File: src/rtl/saida_bcd_seq_if.sv
// Request/result bundle of the sequential binary-to-BCD display stage.
// Valid/ready: a request is taken on any rising edge where start=1 and busy=0; done pulses for one cycle with the result.
interface saida_bcd_seq_if #(
  parameter int WIDTH  = 32,
  parameter int DIGITS = 5
);
  logic [WIDTH-1:0]    entrada;
  logic                start;
  logic                blank_zeros;
  logic                busy;
  logic                done;
  logic                overflow;
  logic [4*DIGITS-1:0] digitos;
  logic [7*DIGITS-1:0] saida;
  logic [1:0]          dbg_state;

  modport master (
    output entrada, start, blank_zeros,
    input  busy, done, overflow, digitos, saida, dbg_state
  );

  modport slave (
    input  entrada, start, blank_zeros,
    output busy, done, overflow, digitos, saida, dbg_state
  );
endinterface

File: src/rtl/saida_bcd_seq.sv
// Iterative double-dabble converter driving one seven-segment decoder per digit.
// Results are registered, so the displays change only when a conversion finishes.
module displayss (
  input  logic [3:0] digit_i,
  output logic [6:0] seg_o
);
  // Active-high segments, bit order gfedcba; code 14 shows 'E', code 15 is blank.
  always_comb begin
    seg_o = 7'h00;
    case (digit_i)
      4'd0:    seg_o = 7'h3F;
      4'd1:    seg_o = 7'h06;
      4'd2:    seg_o = 7'h5B;
      4'd3:    seg_o = 7'h4F;
      4'd4:    seg_o = 7'h66;
      4'd5:    seg_o = 7'h6D;
      4'd6:    seg_o = 7'h7D;
      4'd7:    seg_o = 7'h07;
      4'd8:    seg_o = 7'h7F;
      4'd9:    seg_o = 7'h6F;
      4'd14:   seg_o = 7'h79;
      default: seg_o = 7'h00;
    endcase
  end
endmodule

module saida_bcd_seq #(
  parameter int WIDTH  = 32,
  parameter int DIGITS = 5
) (
  input logic           clock,
  input logic           reset,
  saida_bcd_seq_if.slave bus
);
  localparam logic [1:0] S_IDLE   = 2'd0;
  localparam logic [1:0] S_SHIFT  = 2'd1;
  localparam logic [1:0] S_FINISH = 2'd2;

  localparam int BCDW = 4 * DIGITS;
  localparam int CNTW = $clog2(WIDTH + 1);

  function automatic logic [63:0] pow10(input int n);
    logic [63:0] r;
    r = 64'd1;
    for (int i = 0; i < n; i++) r = r * 64'd10;
    return r;
  endfunction

  localparam logic [63:0] LIMIT   = pow10(DIGITS);
  localparam logic [63:0] MAX_IN  = (64'd1 << WIDTH) - 64'd1;
  localparam bit          CAN_OVF = (LIMIT <= MAX_IN);

  logic [1:0]        state_q, state_d;
  logic [BCDW-1:0]   acc_q, acc_d;
  logic [WIDTH-1:0]  sh_q, sh_d;
  logic [CNTW-1:0]   cnt_q, cnt_d;
  logic              err_q, err_d;
  logic              blank_q, blank_d;
  logic [BCDW-1:0]   dig_q, dig_d;
  logic              ovf_q, ovf_d;
  logic              done_q, done_d;

  logic              too_big;
  logic [BCDW-1:0]   acc_adj;
  logic [BCDW-1:0]   fin_digits;
  logic [7*DIGITS-1:0] seg_w;

  // When no WIDTH-bit value can reach 10^DIGITS the compare is not built at all.
  generate
    if (CAN_OVF) begin : g_ovf
      assign too_big = (64'(bus.entrada) >= LIMIT);
    end else begin : g_no_ovf
      assign too_big = 1'b0;
    end
  endgenerate

  always_comb begin
    acc_adj = '0;
    for (int i = 0; i < DIGITS; i++) begin
      if (acc_q[4*i +: 4] >= 4'd5) acc_adj[4*i +: 4] = acc_q[4*i +: 4] + 4'd3;
      else                         acc_adj[4*i +: 4] = acc_q[4*i +: 4];
    end
  end

  // Blank zeros above the most significant non-zero digit; the units digit always shows.
  always_comb begin
    logic seen;
    seen       = 1'b0;
    fin_digits = '0;
    for (int i = DIGITS - 1; i >= 0; i--) begin
      if (blank_q && !seen && (acc_q[4*i +: 4] == 4'd0) && (i != 0))
        fin_digits[4*i +: 4] = 4'hF;
      else
        fin_digits[4*i +: 4] = acc_q[4*i +: 4];
      if (acc_q[4*i +: 4] != 4'd0) seen = 1'b1;
    end
  end

  always_comb begin
    state_d = state_q;
    acc_d   = acc_q;
    sh_d    = sh_q;
    cnt_d   = cnt_q;
    err_d   = err_q;
    blank_d = blank_q;
    dig_d   = dig_q;
    ovf_d   = ovf_q;
    done_d  = 1'b0;
    case (state_q)
      S_IDLE: begin
        if (bus.start) begin
          blank_d = bus.blank_zeros;
          if (too_big) begin
            err_d   = 1'b1;
            state_d = S_FINISH;
          end else begin
            err_d   = 1'b0;
            acc_d   = '0;
            sh_d    = bus.entrada;
            cnt_d   = '0;
            state_d = S_SHIFT;
          end
        end
      end
      S_SHIFT: begin
        {acc_d, sh_d} = {acc_adj, sh_q} << 1;
        cnt_d         = cnt_q + 1'b1;
        if (cnt_q == CNTW'(WIDTH - 1)) state_d = S_FINISH;
      end
      S_FINISH: begin
        done_d  = 1'b1;
        state_d = S_IDLE;
        if (err_q) begin
          dig_d = {DIGITS{4'hE}};
          ovf_d = 1'b1;
        end else begin
          dig_d = fin_digits;
          ovf_d = 1'b0;
        end
      end
      default: state_d = S_IDLE;
    endcase
  end

  always_ff @(posedge clock) begin
    if (reset) begin
      state_q <= S_IDLE;
      acc_q   <= '0;
      sh_q    <= '0;
      cnt_q   <= '0;
      err_q   <= 1'b0;
      blank_q <= 1'b0;
      dig_q   <= {DIGITS{4'hF}};
      ovf_q   <= 1'b0;
      done_q  <= 1'b0;
    end else begin
      state_q <= state_d;
      acc_q   <= acc_d;
      sh_q    <= sh_d;
      cnt_q   <= cnt_d;
      err_q   <= err_d;
      blank_q <= blank_d;
      dig_q   <= dig_d;
      ovf_q   <= ovf_d;
      done_q  <= done_d;
    end
  end

  generate
    for (genvar g = 0; g < DIGITS; g++) begin : g_disp
      displayss u_disp (
        .digit_i (dig_q[4*g +: 4]),
        .seg_o   (seg_w[7*g +: 7])
      );
    end
  endgenerate

  assign bus.busy      = (state_q != S_IDLE);
  assign bus.done      = done_q;
  assign bus.overflow  = ovf_q;
  assign bus.digitos   = dig_q;
  assign bus.saida     = seg_w;
  assign bus.dbg_state = state_q;
endmodule
File: src/flat_wrapper.sv
// flat-port wrapper written by rule: the top's interface ports become plain ports
module saida_bcd_seq_flat 
#(
  parameter int WIDTH  = 32,
  parameter int DIGITS = 5
)
  (clock, reset, bus_entrada, bus_start, bus_blank_zeros, bus_busy, bus_done, bus_overflow, bus_digitos, bus_saida, bus_dbg_state);
  saida_bcd_seq_if #(.WIDTH(WIDTH), .DIGITS(DIGITS)) bus_i ();
  input logic clock;
  input logic reset;
  input wire logic [$bits(bus_i.entrada)-1:0] bus_entrada;
  input wire logic [$bits(bus_i.start)-1:0] bus_start;
  input wire logic [$bits(bus_i.blank_zeros)-1:0] bus_blank_zeros;
  output wire logic [$bits(bus_i.busy)-1:0] bus_busy;
  output wire logic [$bits(bus_i.done)-1:0] bus_done;
  output wire logic [$bits(bus_i.overflow)-1:0] bus_overflow;
  output wire logic [$bits(bus_i.digitos)-1:0] bus_digitos;
  output wire logic [$bits(bus_i.saida)-1:0] bus_saida;
  output wire logic [$bits(bus_i.dbg_state)-1:0] bus_dbg_state;
  assign bus_i.entrada = bus_entrada;
  assign bus_i.start = bus_start;
  assign bus_i.blank_zeros = bus_blank_zeros;
  assign bus_busy = bus_i.busy;
  assign bus_done = bus_i.done;
  assign bus_overflow = bus_i.overflow;
  assign bus_digitos = bus_i.digitos;
  assign bus_saida = bus_i.saida;
  assign bus_dbg_state = bus_i.dbg_state;
  saida_bcd_seq #(.WIDTH(WIDTH), .DIGITS(DIGITS)) u_core (.clock(clock), .reset(reset), .bus(bus_i));
endmodule
File: config.mk
export PLATFORM = sky130hd
export DESIGN_NAME = saida_bcd_seq_flat
export DESIGN_NICKNAME = d
export VERILOG_FILES = /design/src/rtl/saida_bcd_seq_if.sv /design/src/rtl/saida_bcd_seq.sv /design/src/flat_wrapper.sv
export SDC_FILE = /design/constraint.sdc
export NUM_CORES = 1
export LEC_CHECK = 0
export CAP_MARGIN = 20
export CORE_MARGIN = 2
export CORE_UTILIZATION = 25
export DETAILED_ROUTE_END_ITERATION = 12
export PLACE_DENSITY = 0.4
export SLEW_MARGIN = 20
export SYNTH_ARGS = -nofsm -noshare
export SYNTH_HDL_FRONTEND = slang
export SYNTH_SLANG_ARGS = --single-unit
File: constraint.sdc
create_clock -name clock -period 3.29 [get_ports clock]
set_clock_uncertainty 0.1 [all_clocks]
set_input_delay 0.658 -clock clock [delete_from_list [all_inputs] [get_ports clock]]
set_output_delay 0.658 -clock clock [all_outputs]
set_load 0.02 [all_outputs]
==> flow_metrics.env, run 1 <==
export IMPL_synth_top_family_by_area="compound AO/OA/AOI/OAI gates"
export IMPL_grt_overflow=0
export IMPL_cp_slowest_stage_delay_ns=0.46
export IMPL_final_setup_viol_count=0
export IMPL_yosys_most_used_dff="dfxtp_1"
export IMPL_io_pins=96
export IMPL_die_x_um=158
export IMPL_grt_pass1_vias=5145
export IMPL_leakagePower_nw=3.02
export IMPL_synth_xor_area_frac=0.0133
export IMPL_core_um2=23300
export IMPL_antenna_found_initial=0
export IMPL_cts_num_sinks=119
export IMPL_slew_headroom=0.616
export IMPL_met1_usage=0.156
export IMPL_synth_seq_cells=119
export IMPL_clock_path_buffers=2
export IMPL_drcViolationCount=0
export IMPL_critPathMaxFanout=8
export IMPL_hold_viol_final=0
export IMPL_start_kind="flop"
export IMPL_cts_setup_buffers=0
export IMPL_end_kind="flop"
export IMPL_tightest_slew_ns=0.574
export IMPL_dr_first_iter_drc_count=158
export IMPL_vias=5100
export IMPL_whs_ns=0.348
export IMPL_fin_util=0.337
export IMPL_worst_ep_required_time_ns=3.48
export IMPL_cts_resized=0
export IMPL_layout_min_cycle_time_ns=2.92
export IMPL_via_per_inst=4.66
export IMPL_max_freq_ghz=0.342
export IMPL_slew_violations=0
export IMPL_cts_tree="built"
export IMPL_hp_class="flop to flop"
export IMPL_grt_met3_usage=0.0359
export IMPL_grt_pass1_wl_mm=26.3
export IMPL_h_tree_depth=4
export IMPL_synthesis_instances=666
export IMPL_postSynthAreaPerCell_um2=8.89
export IMPL_power_share_clock=0.474
export IMPL_wl_per_cell_um=14.9
export IMPL_ir_drop_mv=0.274
export IMPL_holdBufCountCts=0
export IMPL_yosysSeqAreaShare=0.402
export IMPL_area_delta_synth_final_pct=32.7
export IMPL_power_density_nw_per_um2=507
export IMPL_synth_cell_type_count=77
export IMPL_critPathKind="flop to flop"
export IMPL_postRouteAntennaNets=0
export IMPL_p_comb_frac=0.139
export IMPL_top_usage_layer="met2"
export IMPL_crit_chain="inv_1, ha_1, nor3b_4, a21oi_1, o21ai_0, inv_1, ha_1, o21ai_0, a21oi_1, a22oi_1, o211ai_1"
export IMPL_drive_gt1_frac=0.108
export IMPL_clock_latency_ns=0.42
export IMPL_num_rows=56
export IMPL_p_int_mw=2.98
export IMPL_synth_compound_area_frac=0.241
export IMPL_clk_pin_slew_worst_paths_ns=0.06
export IMPL_grt_use_met2=0.238
export IMPL_initial_core_util=0.254
export IMPL_yosys_warnings=0
export IMPL_synth_area_um2=5920
export IMPL_rsz0062_at_grt="false"
export IMPL_layout_common_cells="119 x dfxtp_1, 94 x clkdlybuf4s50_1, 67 x nand2_1"
export IMPL_syn_num_nets=746
export IMPL_die_area_um2=24900
export IMPL_globalplace_congestion=0.789
export IMPL_grt_max_degree=37
export IMPL_io_buffers=95
export IMPL_grt_total_usage=0.135
export IMPL_clockRootBuffer="clkbuf_16"
export IMPL_diodes=0
export IMPL_setup_tns_ns=0
export IMPL_switching_share=0.251
export IMPL_p_seq_frac=0.387
export IMPL_cts_made_buffers=17
export IMPL_total_power_mw=3.98
export IMPL_synth_simple_gate_area_frac=0.181
export IMPL_dr_pass1_iters=4
export IMPL_critical_path_arrival_ns=3.11
export IMPL_placed_area_um2=7270
export IMPL_synthMuxAreaShare=0.0177
export IMPL_die_h_um=158
export IMPL_maxCapViolCount=0
export IMPL_wl_mm=16.3
export IMPL_status="finished, final reports clean"
export IMPL_synthArstFlopShare=0
export IMPL_fin_area_um2=7860
export IMPL_fillCellCount=2402
export IMPL_layout_commonest_cell="dfxtp_1"
export IMPL_slowest_stage="o21ai_0"
export IMPL_hpwl_mm=11.7
export IMPL_power_switching_mw=1.00
export IMPL_yosys_area_share_adder=0.0929
export IMPL_synth_edf_count=0
export IMPL_nets=844
export IMPL_finalCritPeriodShare=0.889
## worst max-delay path, delay by kind of cell, from the launching register on
family	cells	cell delay [ns]
adder cells (fa/ha/maj)	2	0.42
AO/OA/AOI/OAI	6	1.19
AND/OR/NAND/NOR	1	0.40
buffers and inverters	2	0.31
flip-flops	1	0.36
## synthesized netlist by cell type, drive strengths merged, types with 9 or more instances
cell	count	area, um2
ha	44	551
clkbuf	17	63.8
nand2b	15	93.8
a31oi	12	81.3
dfxtp	119	2380
nor3	15	85.1
nor2	30	125
nor3b	9	78.8
a21oi	64	324
a22o	17	149
o21ai	49	253
nand3	22	110
buf	19	103
nand2	68	258
inv	38	143
## path summary, 6_finish.rpt
| path | startpoint | end | slack, ns | cells after the start |
|---|---|---|---|---|
| max | u_core.acc_q[12] | u_core.g_disp[3].u_disp.seg_o[6] | 0.37 | 11 |
| min | u_core.sh_q[12] | u_core.sh_q[12] | 0.35 | 2 |
| max reg2reg | u_core.acc_q[12] | u_core.g_disp[3].u_disp.seg_o[6] | 0.37 | 11 |
| min reg2reg | u_core.sh_q[12] | u_core.sh_q[12] | 0.35 | 2 |
## state kept, by name, indices dropped and copies added, names as in the netlist
name / cells
u_core.bus.dbg_state: 2
u_core.sh_q: 32
u_core.bus.done: 1
u_core.cnt_q: 6
u_core.blank_q: 1
u_core.err_q: 1
u_core.bus.overflow: 1
u_core.g_disp.u_disp.seg_o: 35
u_core.acc_q: 20
u_core.bus.digitos: 20
## per-layer routing
metal	up-vias	part of all wire
li1	2581	-
met1	2416	0.45
met2	87	0.50
met3	16	0.039
met4	0	0.013
met5	-	0
## kinds of logic (layout without fill, tap and decap cells)
group	after synthesis	count (layout)
adder cells (fa/ha/maj)	44	44
flip-flops	119	119
XOR/XNOR	9	9
AO/OA/AOI/OAI	208	208
buffers and inverters	74	184
multiplexers	10	10
AND/OR/NAND/NOR	202	202
## final cells by class
type | instances | area [um2] | area share
Clock buffer | 22 | 464 | 0.0591
Clock inverter | 9 | 125 | 0.0159
Inverter | 38 | 143 | 0.0181
Multi-Input combinational cell | 473 | 3240 | 0.412
Sequential cell | 119 | 2380 | 0.303
Tap cell | 319 | 399 | 0.0508
Timing Repair Buffer | 115 | 1110 | 0.141
## power groups by stage
stage / logic (mW) / clock network [mW] / registers (mW)
floorplan: 0.225 / 0 / 1.65
global placement: 0.558 / 0 / 1.57
global route: 0.602 / 2.00 / 1.55
CTS: 0.559 / 1.94 / 1.54
finish: 0.553 / 1.89 / 1.54
detailed placement: 0.556 / 0 / 1.57
## per-stage QoR
stage	setup WS (ns)	instances
global route	0.00579	1095
finish	0.366	1095
detailed placement	0.381	1064
global placement	0.476	1064
floorplan	0.597	666
CTS	0.361	1095
Note: power is estimated with default switching activity, not from simulation.
==> run 2, diff against run 1 <==
--- a/config.mk
+++ b/config.mk
@@ -5,9 +5,11 @@
 export SDC_FILE = /design/constraint.sdc
 export NUM_CORES = 1
 export LEC_CHECK = 0
+export ABC_AREA = 1
 export CAP_MARGIN = 20
 export CORE_MARGIN = 2
 export CORE_UTILIZATION = 25
+export CTS_CLUSTER_SIZE = 30
 export DETAILED_ROUTE_END_ITERATION = 12
 export PLACE_DENSITY = 0.4
 export SLEW_MARGIN = 20
==> run 2 against run 1 <==
Utilization shrank 0.52 points. First-iteration DRC count grew 74%. Sequential power hardly changed. Flip-flop and latch count did not move. Die area up 3.8%. Total power grew 3.2%.
==> flow_metrics.env, run 2 <==
export IMPL_num_rows=57
export IMPL_dr_pass1_iters=5
export IMPL_fin_area_um2=8040
export IMPL_dp_cells=1243
export IMPL_power_switching_mw=1.01
export IMPL_multi_input_area_um2=3250
export IMPL_switching_share=0.247
export IMPL_cts_resized=0
export IMPL_critPathMaxFanout=8
export IMPL_p_seq_frac=0.375
export IMPL_slew_headroom=0.646
export IMPL_core_um2=24200
export IMPL_placed_area_um2=7410
export IMPL_io_buffers=95
export IMPL_finalCritPeriodShare=0.757
export IMPL_largest_register_ffs=35
export IMPL_final_setup_viol_count=0
export IMPL_wl_per_cell_um=12.0
export IMPL_grt_overflow=0
export IMPL_hpwl_mm=10.7
export IMPL_netlist_top_cells_count="221 x nand2_1, 119 x dfxtp_1, 89 x inv_1, 89 x nand3_1, 70 x a21oi_1"
export IMPL_via_per_inst=4.26
export IMPL_layout_min_cycle_time_ns=2.49
export IMPL_grt_max_degree=44
export IMPL_cts_setup_buffers=0
export IMPL_postRouteAntennaNets=0
export IMPL_synthesis_instances=851
export IMPL_regArea_um2=2380
export IMPL_die_area_um2=25900
export IMPL_cts_num_sinks=119
export IMPL_clock_path_buffers=2
export IMPL_total_power_mw=4.11
export IMPL_h_tree_depth=4
export IMPL_drcViolationCount=0
export IMPL_die_h_um=161
export IMPL_hp_class="flop to flop"
export IMPL_holdBufCountCts=0
export IMPL_worst_ep_required_time_ns=3.49
export IMPL_rsz0062_at_grt="false"
export IMPL_layout_commonest_cell="nand2_1"
export IMPL_yosysSeqAreaShare=0.387
export IMPL_start_kind="flop"
export IMPL_setup_tns_ns=0
export IMPL_diodes=0
export IMPL_synth_top_family_by_area="simple AND/OR/NAND/NOR gates"
export IMPL_yosys_warnings=0
export IMPL_power_density_nw_per_um2=511
export IMPL_yosys_most_used_dff="dfxtp_1"
export IMPL_dr_first_iter_drc_count=275
export IMPL_synth_compound_area_frac=0.138
export IMPL_cts_tree="built"
export IMPL_max_freq_ghz=0.401
export IMPL_status="finished, final reports clean"
export IMPL_clock_latency_ns=0.42
export IMPL_slew_violations=0
export IMPL_synth_simple_gate_area_frac=0.291
export IMPL_layout_common_cells="220 x nand2_1, 119 x dfxtp_1, 94 x clkdlybuf4s50_1"
export IMPL_drive_gt1_frac=0.0957
export IMPL_min_delay_start="u_core.sh_q[18]"
export IMPL_p_int_mw=3.09
export IMPL_initial_core_util=0.254
export IMPL_ir_drop_mv=0.280
export IMPL_synthMuxAreaShare=0
export IMPL_leakagePower_nw=3.60
export IMPL_nets=1018
export IMPL_syn_num_nets=931
export IMPL_clk_pin_slew_worst_paths_ns=0.06
export IMPL_synth_area_um2=6150
export IMPL_io_pins=96
export IMPL_area_delta_synth_final_pct=30.7
export IMPL_fillCellCount=2642
export IMPL_die_x_um=161
export IMPL_wl_mm=15.3
export IMPL_synth_edf_count=0
export IMPL_startpoint="u_core.acc_q[12]"
export IMPL_final_cells=1275
export IMPL_synth_xor_area_frac=0.00712
export IMPL_globalplace_congestion=0.778
export IMPL_antenna_found_initial=0
export IMPL_power_share_clock=0.497
export IMPL_tightest_slew_ns=0.529
export IMPL_synth_cell_type_count=41
export IMPL_synth_seq_cells=119
export IMPL_yosysMostFrequentCell="nand2_1"
export IMPL_critPathKind="flop to flop"
export IMPL_regToRegStartpoint="u_core.acc_q[12]"
export IMPL_maxCapViolCount=0
export IMPL_synth_top_area_frac=0.387
export IMPL_synth_area_leaders="dfxtp_1 39%, nand2_1 13%, ha_1 8.9%, nand3_1 7.2%, a21oi_1 5.7%"
export IMPL_postSynthAreaPerCell_um2=7.23
export IMPL_fin_util=0.332
export IMPL_yosys_area_share_adder=0.0895
export IMPL_end_kind="flop"
export IMPL_grt_total_usage=0.123
export IMPL_grt_pass1_wl_mm=25.8
export IMPL_p_comb_frac=0.128
export IMPL_hold_viol_final=0
export IMPL_synthArstFlopShare=0
export IMPL_synth_top_cell_by_area="dfxtp_1"
export IMPL_clockRootBuffer="clkbuf_16"
export IMPL_cts_made_buffers=17
export IMPL_vias=5429
export IMPL_grt_pass1_vias=5240
export IMPL_critical_path_arrival_ns=2.69
## run 2: cell types whose count changed in the layout (fill, tap and decap cells not counted), moves of 15 or more
| cell | before | now |
|---|---|---|
| nand2_1 | 67 | 220 |
| nand3_1 | 22 | 88 |
| inv_1 | 30 | 89 |
| nor2_1 | 27 | 49 |
| a22o_1 | 17 | 0 |
| nand2b_1 | 15 | 0 |
## run 2: power by group through the flow
| stage | combinational, mW | clock (mW) | sequential [mW] |
|---|---|---|---|
| after global routing | 0.585 | 2.17 | 1.55 |
| after global placement | 0.538 | 0 | 1.57 |
| after detailed placement | 0.535 | 0 | 1.57 |
| after CTS | 0.537 | 2.09 | 1.54 |
| after floorplan | 0.228 | 0 | 1.64 |
| final | 0.526 | 2.04 | 1.54 |
## run 2: path summary, 6_finish.rpt
| path | end | slack, ns | cells past startpoint |
|---|---|---|---|
| max | u_core.g_disp[3].u_disp.seg_o[1] | 0.80 | 12 |
| min | u_core.sh_q[19] | 0.36 | 2 |
| max reg2reg | u_core.g_disp[3].u_disp.seg_o[1] | 0.80 | 12 |
| min reg2reg | u_core.sh_q[19] | 0.36 | 2 |
## run 2: cell families after synthesis
group | after synthesis
flip-flops | 119
XOR/XNOR | 5
buffers and inverters | 133
AND/OR/NAND/NOR | 401
AO/OA/AOI/OAI | 149
adder cells (fa/ha/maj) | 44
## run 2: area by class of cell
| type | count | area share |
|---|---|---|
| multi-input cells | 599 | 0.404 |
| flip-flops and latches | 119 | 0.296 |
| repair buffers | 104 | 0.126 |
| clock buffers | 22 | 0.0565 |
| well taps | 324 | 0.0504 |
| inverters | 97 | 0.0453 |
| clock inverters | 10 | 0.0218 |
## run 2: routing by layer
metal	wire, um	up-vias	share of wire	GRT usage
met5	0	-	0	0
li1	-	2908	-	-
met4	197	0	0.013	0.0394
met2	6900	85	0.45	0.199
met1	7680	2418	0.50	0.160
met3	542	18	0.035	0.0313
## run 2: critical path, cell delays in order (launching register included)
cell and delay, ns:
dfxtp_1 0.43, inv_1 0.11, ha_1 0.20, nand2_1 0.14, inv_1 0.08, nand2_1 0.12, nand3_1 0.16, a21oi_4 0.31
inv_1 0.14, ha_1 0.29, inv_1 0.04, o21ai_0 0.17, nand2_1 0.07
## run 2: per-stage QoR
stage	hold slack (ns)	setup WS (ns)
after detailed placement	0.355	0.773
after floorplan	0.340	1.13
final	0.359	0.798
after global routing	0.381	0.538
after global placement	0.357	0.740
after CTS	0.365	0.796
